$ cat src/rtl/dmem_mmio_pkg.sv
// dmem_mmio_pkg: shared constants and address decode for the data-side
// responder (RAM window plus the MMIO registers at 0xFF00..0xFF02).
package dmem_mmio_pkg;

  localparam logic [15:0] MMIO_TXDATA = 16'hFF00;
  localparam logic [15:0] MMIO_STATUS = 16'hFF01;
  localparam logic [15:0] MMIO_TIMER  = 16'hFF02;

  // STATUS layout: {count[7:0], 5'b0, overflow, full, empty}
  localparam int STATUS_EMPTY_BIT    = 0;
  localparam int STATUS_FULL_BIT     = 1;
  localparam int STATUS_OVERFLOW_BIT = 2;
  localparam int STATUS_COUNT_LSB    = 8;

  typedef enum logic [2:0] {
    REGION_NONE,
    REGION_RAM,
    REGION_TXDATA,
    REGION_STATUS,
    REGION_TIMER
  } mmioRegion_e;

  // The RAM window always sits below 0xFF00, so the order of these tests
  // never matters; anything unmatched reads as zero and ignores writes.
  function automatic mmioRegion_e decodeRegion(input logic [15:0] addr,
                                               input logic [16:0] ramLimit);
    if ({1'b0, addr} < ramLimit) return REGION_RAM;
    if (addr == MMIO_TXDATA)     return REGION_TXDATA;
    if (addr == MMIO_STATUS)     return REGION_STATUS;
    if (addr == MMIO_TIMER)      return REGION_TIMER;
    return REGION_NONE;
  endfunction

endpackage

$ cat src/rtl/dmem_mmio_if.sv
// dmem_mmio_if: MEM-stage load/store bus plus the TX valid/ready stream.
// The master side is the CPU/consumer, the slave side is dmem_mmio.
interface dmem_mmio_if;

  logic [15:0] addr;
  logic [15:0] write_data;
  logic        mem_write;
  logic        mem_read;
  logic [15:0] read_data;
  logic [15:0] tx_data;
  logic        tx_valid;
  logic        tx_ready;

  modport master (
    output addr, write_data, mem_write, mem_read, tx_ready,
    input  read_data, tx_data, tx_valid
  );

  modport slave (
    input  addr, write_data, mem_write, mem_read, tx_ready,
    output read_data, tx_data, tx_valid
  );

endinterface

$ cat src/rtl/dmem_mmio_sync_fifo.sv
// sync_fifo: single-clock FIFO with power-of-two depth. A push while full is
// accepted only if a pop frees a slot in the same cycle; otherwise the word
// is dropped and the caller decides what to do about it.
module sync_fifo #(
  parameter int WIDTH = 16,
  parameter int DEPTH = 4
) (
  input  logic                     clk,
  input  logic                     rst,
  input  logic                     push_i,
  input  logic [WIDTH-1:0]         pushData_i,
  input  logic                     pop_i,
  output logic [WIDTH-1:0]         head_o,
  output logic                     full_o,
  output logic                     empty_o,
  output logic [$clog2(DEPTH):0]   count_o
);

  localparam int PtrW   = $clog2(DEPTH);
  localparam int CountW = PtrW + 1;

  logic [WIDTH-1:0]  storage [DEPTH];
  logic [PtrW-1:0]   wrPtr_q, wrPtr_d;
  logic [PtrW-1:0]   rdPtr_q, rdPtr_d;
  logic [CountW-1:0] count_q, count_d;
  logic              doPush;
  logic              doPop;

  assign full_o  = (count_q == CountW'(DEPTH));
  assign empty_o = (count_q == '0);
  assign count_o = count_q;
  assign head_o  = storage[rdPtr_q];

  assign doPop  = pop_i && !empty_o;
  assign doPush = push_i && (!full_o || pop_i);

  // Pointer and occupancy next-state; pointers wrap naturally at DEPTH.
  always_comb begin
    wrPtr_d = wrPtr_q;
    rdPtr_d = rdPtr_q;
    count_d = count_q;
    if (doPush) wrPtr_d = wrPtr_q + PtrW'(1);
    if (doPop)  rdPtr_d = rdPtr_q + PtrW'(1);
    case ({doPush, doPop})
      2'b10:   count_d = count_q + CountW'(1);
      2'b01:   count_d = count_q - CountW'(1);
      default: count_d = count_q;
    endcase
  end

  // Control registers; reset discards everything queued.
  always_ff @(posedge clk) begin
    if (rst) begin
      wrPtr_q <= '0;
      rdPtr_q <= '0;
      count_q <= '0;
    end else begin
      wrPtr_q <= wrPtr_d;
      rdPtr_q <= rdPtr_d;
      count_q <= count_d;
    end
  end

  // Storage has no reset; stale entries are never visible past the pointers.
  always_ff @(posedge clk) begin
    if (doPush && !rst) storage[wrPtr_q] <= pushData_i;
  end

endmodule

$ cat src/rtl/dmem_mmio.sv
// dmem_mmio: data RAM plus MMIO window (TX FIFO, STATUS, optional TIMER)
// answering the CPU MEM stage. Loads are combinational, stores commit at
// the rising edge.
// Build option: define DMEM_TIMER_EN to include the free-running cycle timer
// at 0xFF02; without it that address reads zero and ignores writes.
module dmem_mmio
  import dmem_mmio_pkg::*;
#(
  parameter int RAM_DEPTH  = 256,
  parameter int FIFO_DEPTH = 4
) (
  input  logic       clk,
  input  logic       rst,
  dmem_mmio_if.slave bus
);

  localparam int              RamAw    = (RAM_DEPTH > 1) ? $clog2(RAM_DEPTH) : 1;
  localparam logic [16:0]     RamLimit = 17'(RAM_DEPTH);
  localparam int              CountW   = $clog2(FIFO_DEPTH) + 1;

  mmioRegion_e       region;
  logic [15:0]       ram [RAM_DEPTH];
  logic              ramWe;
  logic              pushReq;
  logic              popReq;
  logic              statusWrite;
  logic [15:0]       fifoHead;
  logic              fifoFull;
  logic              fifoEmpty;
  logic [CountW-1:0] fifoCount;
  logic [7:0]        countByte;
  logic              overflow_q, overflow_d;
  logic [15:0]       statusWord;
  logic [15:0]       timerValue;
  logic [15:0]       readValue;

  assign region = decodeRegion(bus.addr, RamLimit);

  // RAM stores are not blocked by reset; MMIO side effects are.
  assign ramWe       = bus.mem_write && (region == REGION_RAM);
  assign pushReq     = bus.mem_write && (region == REGION_TXDATA) && !rst;
  assign statusWrite = bus.mem_write && (region == REGION_STATUS) && !rst;

  assign bus.tx_valid = !fifoEmpty;
  assign bus.tx_data  = fifoEmpty ? 16'h0000 : fifoHead;
  assign popReq       = bus.tx_valid && bus.tx_ready;

  sync_fifo #(
    .WIDTH (16),
    .DEPTH (FIFO_DEPTH)
  ) u_txFifo (
    .clk        (clk),
    .rst        (rst),
    .push_i     (pushReq),
    .pushData_i (bus.write_data),
    .pop_i      (popReq),
    .head_o     (fifoHead),
    .full_o     (fifoFull),
    .empty_o    (fifoEmpty),
    .count_o    (fifoCount)
  );

  // Word RAM: synchronous write, contents survive reset.
  always_ff @(posedge clk) begin
    if (ramWe) ram[bus.addr[RamAw-1:0]] <= bus.write_data;
  end

  // Sticky overflow: set by a dropped push, cleared by any STATUS write,
  // and the clear wins if both happen together.
  always_comb begin
    overflow_d = overflow_q;
    if (statusWrite) begin
      overflow_d = 1'b0;
    end else if (pushReq && fifoFull && !popReq) begin
      overflow_d = 1'b1;
    end
  end

  // Overflow flag register.
  always_ff @(posedge clk) begin
    if (rst) overflow_q <= 1'b0;
    else     overflow_q <= overflow_d;
  end

`ifdef DMEM_TIMER_EN
  logic [15:0] timer_q, timer_d;
  logic        timerWrite;

  assign timerWrite = bus.mem_write && (region == REGION_TIMER) && !rst;

  // Free-running counter; a store loads it instead of incrementing.
  always_comb begin
    timer_d = timer_q + 16'd1;
    if (timerWrite) timer_d = bus.write_data;
  end

  // Timer register.
  always_ff @(posedge clk) begin
    if (rst) timer_q <= '0;
    else     timer_q <= timer_d;
  end

  assign timerValue = timer_q;
`else
  assign timerValue = 16'h0000;
`endif

  assign countByte = 8'(fifoCount);

  // Assemble the STATUS word from the live FIFO flags.
  always_comb begin
    statusWord = '0;
    statusWord[STATUS_EMPTY_BIT]         = fifoEmpty;
    statusWord[STATUS_FULL_BIT]          = fifoFull;
    statusWord[STATUS_OVERFLOW_BIT]      = overflow_q;
    statusWord[STATUS_COUNT_LSB +: 8]    = countByte;
  end

  // Load mux; TXDATA and unmapped addresses read zero, reads have no effects.
  always_comb begin
    readValue = 16'h0000;
    case (region)
      REGION_RAM:    readValue = ram[bus.addr[RamAw-1:0]];
      REGION_STATUS: readValue = statusWord;
      REGION_TIMER:  readValue = timerValue;
      default:       readValue = 16'h0000;
    endcase
  end

  assign bus.read_data = (bus.mem_read && !rst) ? readValue : 16'h0000;

endmodule
$ cat src/flat_wrapper.sv
// flat-port wrapper written by rule: the top's interface ports become plain ports
module dmem_mmio_flat import dmem_mmio_pkg::*;
#(
  parameter int RAM_DEPTH  = 256,
  parameter int FIFO_DEPTH = 4
)
  (clk, rst, bus_addr, bus_write_data, bus_mem_write, bus_mem_read, bus_tx_ready, bus_read_data, bus_tx_data, bus_tx_valid);
  dmem_mmio_if bus_i ();
  input  logic clk;
  input  logic rst;
  input wire logic [$bits(bus_i.addr)-1:0] bus_addr;
  input wire logic [$bits(bus_i.write_data)-1:0] bus_write_data;
  input wire logic [$bits(bus_i.mem_write)-1:0] bus_mem_write;
  input wire logic [$bits(bus_i.mem_read)-1:0] bus_mem_read;
  input wire logic [$bits(bus_i.tx_ready)-1:0] bus_tx_ready;
  output wire logic [$bits(bus_i.read_data)-1:0] bus_read_data;
  output wire logic [$bits(bus_i.tx_data)-1:0] bus_tx_data;
  output wire logic [$bits(bus_i.tx_valid)-1:0] bus_tx_valid;
  assign bus_i.addr = bus_addr;
  assign bus_i.write_data = bus_write_data;
  assign bus_i.mem_write = bus_mem_write;
  assign bus_i.mem_read = bus_mem_read;
  assign bus_i.tx_ready = bus_tx_ready;
  assign bus_read_data = bus_i.read_data;
  assign bus_tx_data = bus_i.tx_data;
  assign bus_tx_valid = bus_i.tx_valid;
  dmem_mmio #(.RAM_DEPTH(RAM_DEPTH), .FIFO_DEPTH(FIFO_DEPTH)) u_core (.clk(clk), .rst(rst), .bus(bus_i));
endmodule
$ cat config.mk
export PLATFORM = sky130hd
export DESIGN_NAME = dmem_mmio_flat
export DESIGN_NICKNAME = d
export VERILOG_FILES = /design/src/rtl/dmem_mmio_pkg.sv /design/src/rtl/dmem_mmio_if.sv /design/src/rtl/dmem_mmio_sync_fifo.sv /design/src/rtl/dmem_mmio.sv /design/src/flat_wrapper.sv
export SDC_FILE = /design/constraint.sdc
export NUM_CORES = 2
export LEC_CHECK = 0
export ABC_AREA = 1
export CAP_MARGIN = 20
export CORE_MARGIN = 2
export CORE_UTILIZATION = 48
export CTS_CLUSTER_DIAMETER = 150
export DETAILED_ROUTE_END_ITERATION = 10
export PLACE_DENSITY_LB_ADDON = 0.25
export SETUP_SLACK_MARGIN = 0.3
export SYNTH_ARGS = -nofsm -noshare
export SYNTH_HDL_FRONTEND = slang
export SYNTH_MEMORY_MAX_BITS = 65536
export SYNTH_SLANG_ARGS = --single-unit
$ cat constraint.sdc
create_clock -name clk -period 2.7 [get_ports clk]
set_input_delay 0.54 -clock clk [delete_from_list [all_inputs] [get_ports clk]]
set_output_delay 0.54 -clock clk [all_outputs]
set_load 0.01 [all_outputs]
==> reports/qor.yml <==
synthesis:
  yosys_warnings: 0
  async_flop_share: 0
  synth_edf_count: 4160
  yosys.area.top_type_share: 0.763
  synth.most_common_cell: "nand2_1"
  synth_area_um2: 164000
  synth_fp_nets: 13335
  ys_types: 32
  ys_ff_latch: 4170
  synth_top_cell_by_area: "edfxtp_1"
  ys_seq_area_frac: 0.764
  ys_top_cells_by_area: "edfxtp_1 76%, nand2_1 14%, a22oi_1 2.4%"
  ys.flop_type: "edfxtp_1"
  syn-instance-count: 13292
  synthTopCellsByCount: "6262 x nand2_1, 4160 x edfxtp_1, 763 x nor2_1"
  syn_area_per_cell_um2: 12.3
final_layout:
  final_cells: 19573
  multi_input_area_um2: 38600
  syn_to_final_growth_pct: 24.5
  drive_gt1_frac: 0.200
  layout.nets: 14728
  nFillCells: 26027
  seq_area_um2: 125000
floorplanning:
  ios: 70
  coreArea_um2: 340000
  rows: 214
  start_util: 0.482
  die_w_um: 588
  die_height_um: 588
  die_area_um2: 346000
timing:
  worst_pin_slew_ns: 0.813
  setup_slack_ns: -1.21
  post-route-period-util: 1.45
  rsz0062_at_grt: "true"
  setup_tns_ns: -20.62
  max_freq_ghz: 0.256
  maxSlewViolCount: 0
  finClkSkew_ns: 0.0397
  post-route-min-period_ns: 3.91
  setup_violations: 33
  relSlewSlack: 0.458
  hold_viol_final: 0
pwr:
  pwr-share-seq: 0.510
  pwr-share-clk: 0.414
  p_leak_nw: 75.2
  finalPower_mw: 140
  switchingPower_mw: 32.0
  swShare: 0.229
  cellPowerDensity_nw_per_um2: 685
  ir_drop_uv: 597
  pwr-share-comb: 0.076
  internal-power_mw: 108
route:
  wl_per_cell_um: 27.1
  routed-via-count: 111832
  antenna_left: 0
  finalWirelength_mm: 530
  via_per_inst: 5.71
  first_pass_iters: 6
  drt_iter0_markers: 16427
  drc: 0
cts:
  cts-root-buf: "clkbuf_16"
  numCtsBuffers: 422
  clock_sinks: 4170
  cts_tree: "built"
  clkTransAtPathRegs_ns: 0.05
  cts_max_path_buffers: 4
  htree_levels: 5
  clkLatencyLatePin_ns: 1.00
worst_setup_path:
  end_kind: "output port"
  critPathKind: "input port to output port"
  crit_fanout: 8
  required_ns: 2.16
  startpoint_type: "input port"
  cp.arrival_ns: 3.37
global_route:
  track_usage: 0.300
  grt_max_degree: 93
  antenna_found_initial: 21
  grt_pass1_wl_mm: 751
  grt.overflow.total: 0
  grt_pass1_vias: 105042
status:
  violations: "setup timing"
  status: "complete, but fails checks"
placement:
  hpwl_mm: 340
  numPortBuffers: 69
  gp_congestion: 0.994
  dp_cells: 18649
flow_run:
  maxCapViolations: 0
hold_path:
  min-delay-path-class: "input port to flop"
worst paths after layout:
path | from | to | slack (ns) | cells past startpoint
hold / removal | bus_write_data[4] | u_core.ram[112][4] | 0.07 | 1
setup / recovery | bus_addr[1] | bus_read_data[4] | -1.21 | 20
hold reg to reg | u_core.overflow_q | u_core.overflow_q | 0.47 | 2
setup reg to reg | u_core.u_txFifo.count_o[1] | u_core.u_txFifo.count_o[2] | 0.34 | 15
worst max-delay path, cell delays in order:
cell      delay [ns]
buf_16          0.14
clkinv_8        0.08
nor2_4          0.04
buf_6           0.11
buf_12          0.14
buf_16          0.18
buf_4           0.17
buf_16          0.13
a22oi_2         0.14
nand2_1         0.08
nand2_2         0.07
nand4_1         0.38
nand2_4         0.31
nand2_4         0.12
nor2_4          0.09
nand2_2         0.06
nor2_4          0.15
nor2_4          0.09
buf_6           0.14
buf_6           0.11
layer usage:
layer / vias up / track usage / part of all wire
li1: 49095 / - / -
met1: 54993 / 0.427 / 0.39
met2: 6748 / 0.455 / 0.45
met3: 986 / 0.0545 / 0.11
met4: 10 / 0.126 / 0.049
met5: - / 0 / 0.000094
final cells by class:
class,instances,area share
Clock inverter,244,0.0119
Antenna cell,9,0.000110
Timing Repair Buffer,1652,0.101
Multi-Input combinational cell,8377,0.189
Clock buffer,523,0.0545
Sequential cell,4170,0.614
Tap cell,4536,0.0278
Inverter,62,0.00153
state kept, by name, indices dropped and copies added (netlist names), named ones only:
register / count
u_core.u_txFifo.storage: 64
u_core.ram: 4096
u_core.overflow_q: 1
u_core.u_txFifo.rdPtr_q: 2
u_core.u_txFifo.wrPtr_q: 2
u_core.u_txFifo.count_o: 3
cell families (layout without fill, tap and decap cells):
| logic type | after synthesis | after routing | synth area share |
|---|---|---|---|
| AO/OA/AOI/OAI | 759 | 759 | 0.0314 |
| adder cells (fa/ha/maj) | 6 | 6 | 0.000505 |
| buffers and inverters | 746 | 2481 | 0.0210 |
| flip-flops | 4170 | 4170 | 0.764 |
| other | 0 | 9 | 0 |
| AND/OR/NAND/NOR | 7611 | 7612 | 0.183 |
per-stage QoR:
step	hold WS (ns)	util	setup WS, ns	instance area (µm²)
finish	0.0654	0.600	-1.21	204000
global route	0.0462	0.600	-1.20	204000
CTS	0.0244	0.597	-1.11	203000
detailed placement	0.453	0.545	-2.86	185000
global placement	0.455	0.545	-2.89	185000
floorplan	0.434	-	-0.0242	165000
cell usage in the layout (no fill, tap or decap), drive strengths merged, types with 2 or more instances in the layout:
master	Yosys	final
o21ai	163	163
dlygate4sd3	0	12
clkdlybuf4s50	0	15
a211oi	3	3
nor3	3	3
bufbuf	0	10
clkbuf	185	525
nand2	6263	6263
diode	0	9
clkinv	6	191
nor4	2	2
buf	499	1611
nor3b	3	3
a22oi	530	530
nand3	154	154
nor2	765	766
edfxtp	4160	4160
dfxtp	10	10
inv	56	63
ha	5	5
a21oi	61	61
clkinvlp	0	12
o21a	2	2
nand4	420	420
bufinv	0	40
power by group through the flow:
stage	logic, mW	registers (mW)	clock network, mW
4_1_cts	10.1	71.2	58.1
6_report	10.6	71.2	57.8
3_5_place_dp	8.99	72.6	0
2_1_floorplan	3.54	72.6	0
3_3_place_gp	8.94	72.6	0
5_1_grt	11.0	71.2	60.5
timing repair:
item | in CTS | in global routing
resized for setup | 901 | 275
endpoints found under the hold margin | 229 | 0
hold buffers | 12 | 0
endpoints found under the setup margin | 197 | 75
buffers inserted | 92 | 16
pin swaps | 230 | 180
gates cloned | 26 | 2
Note: power is estimated with default switching activity, not from simulation.
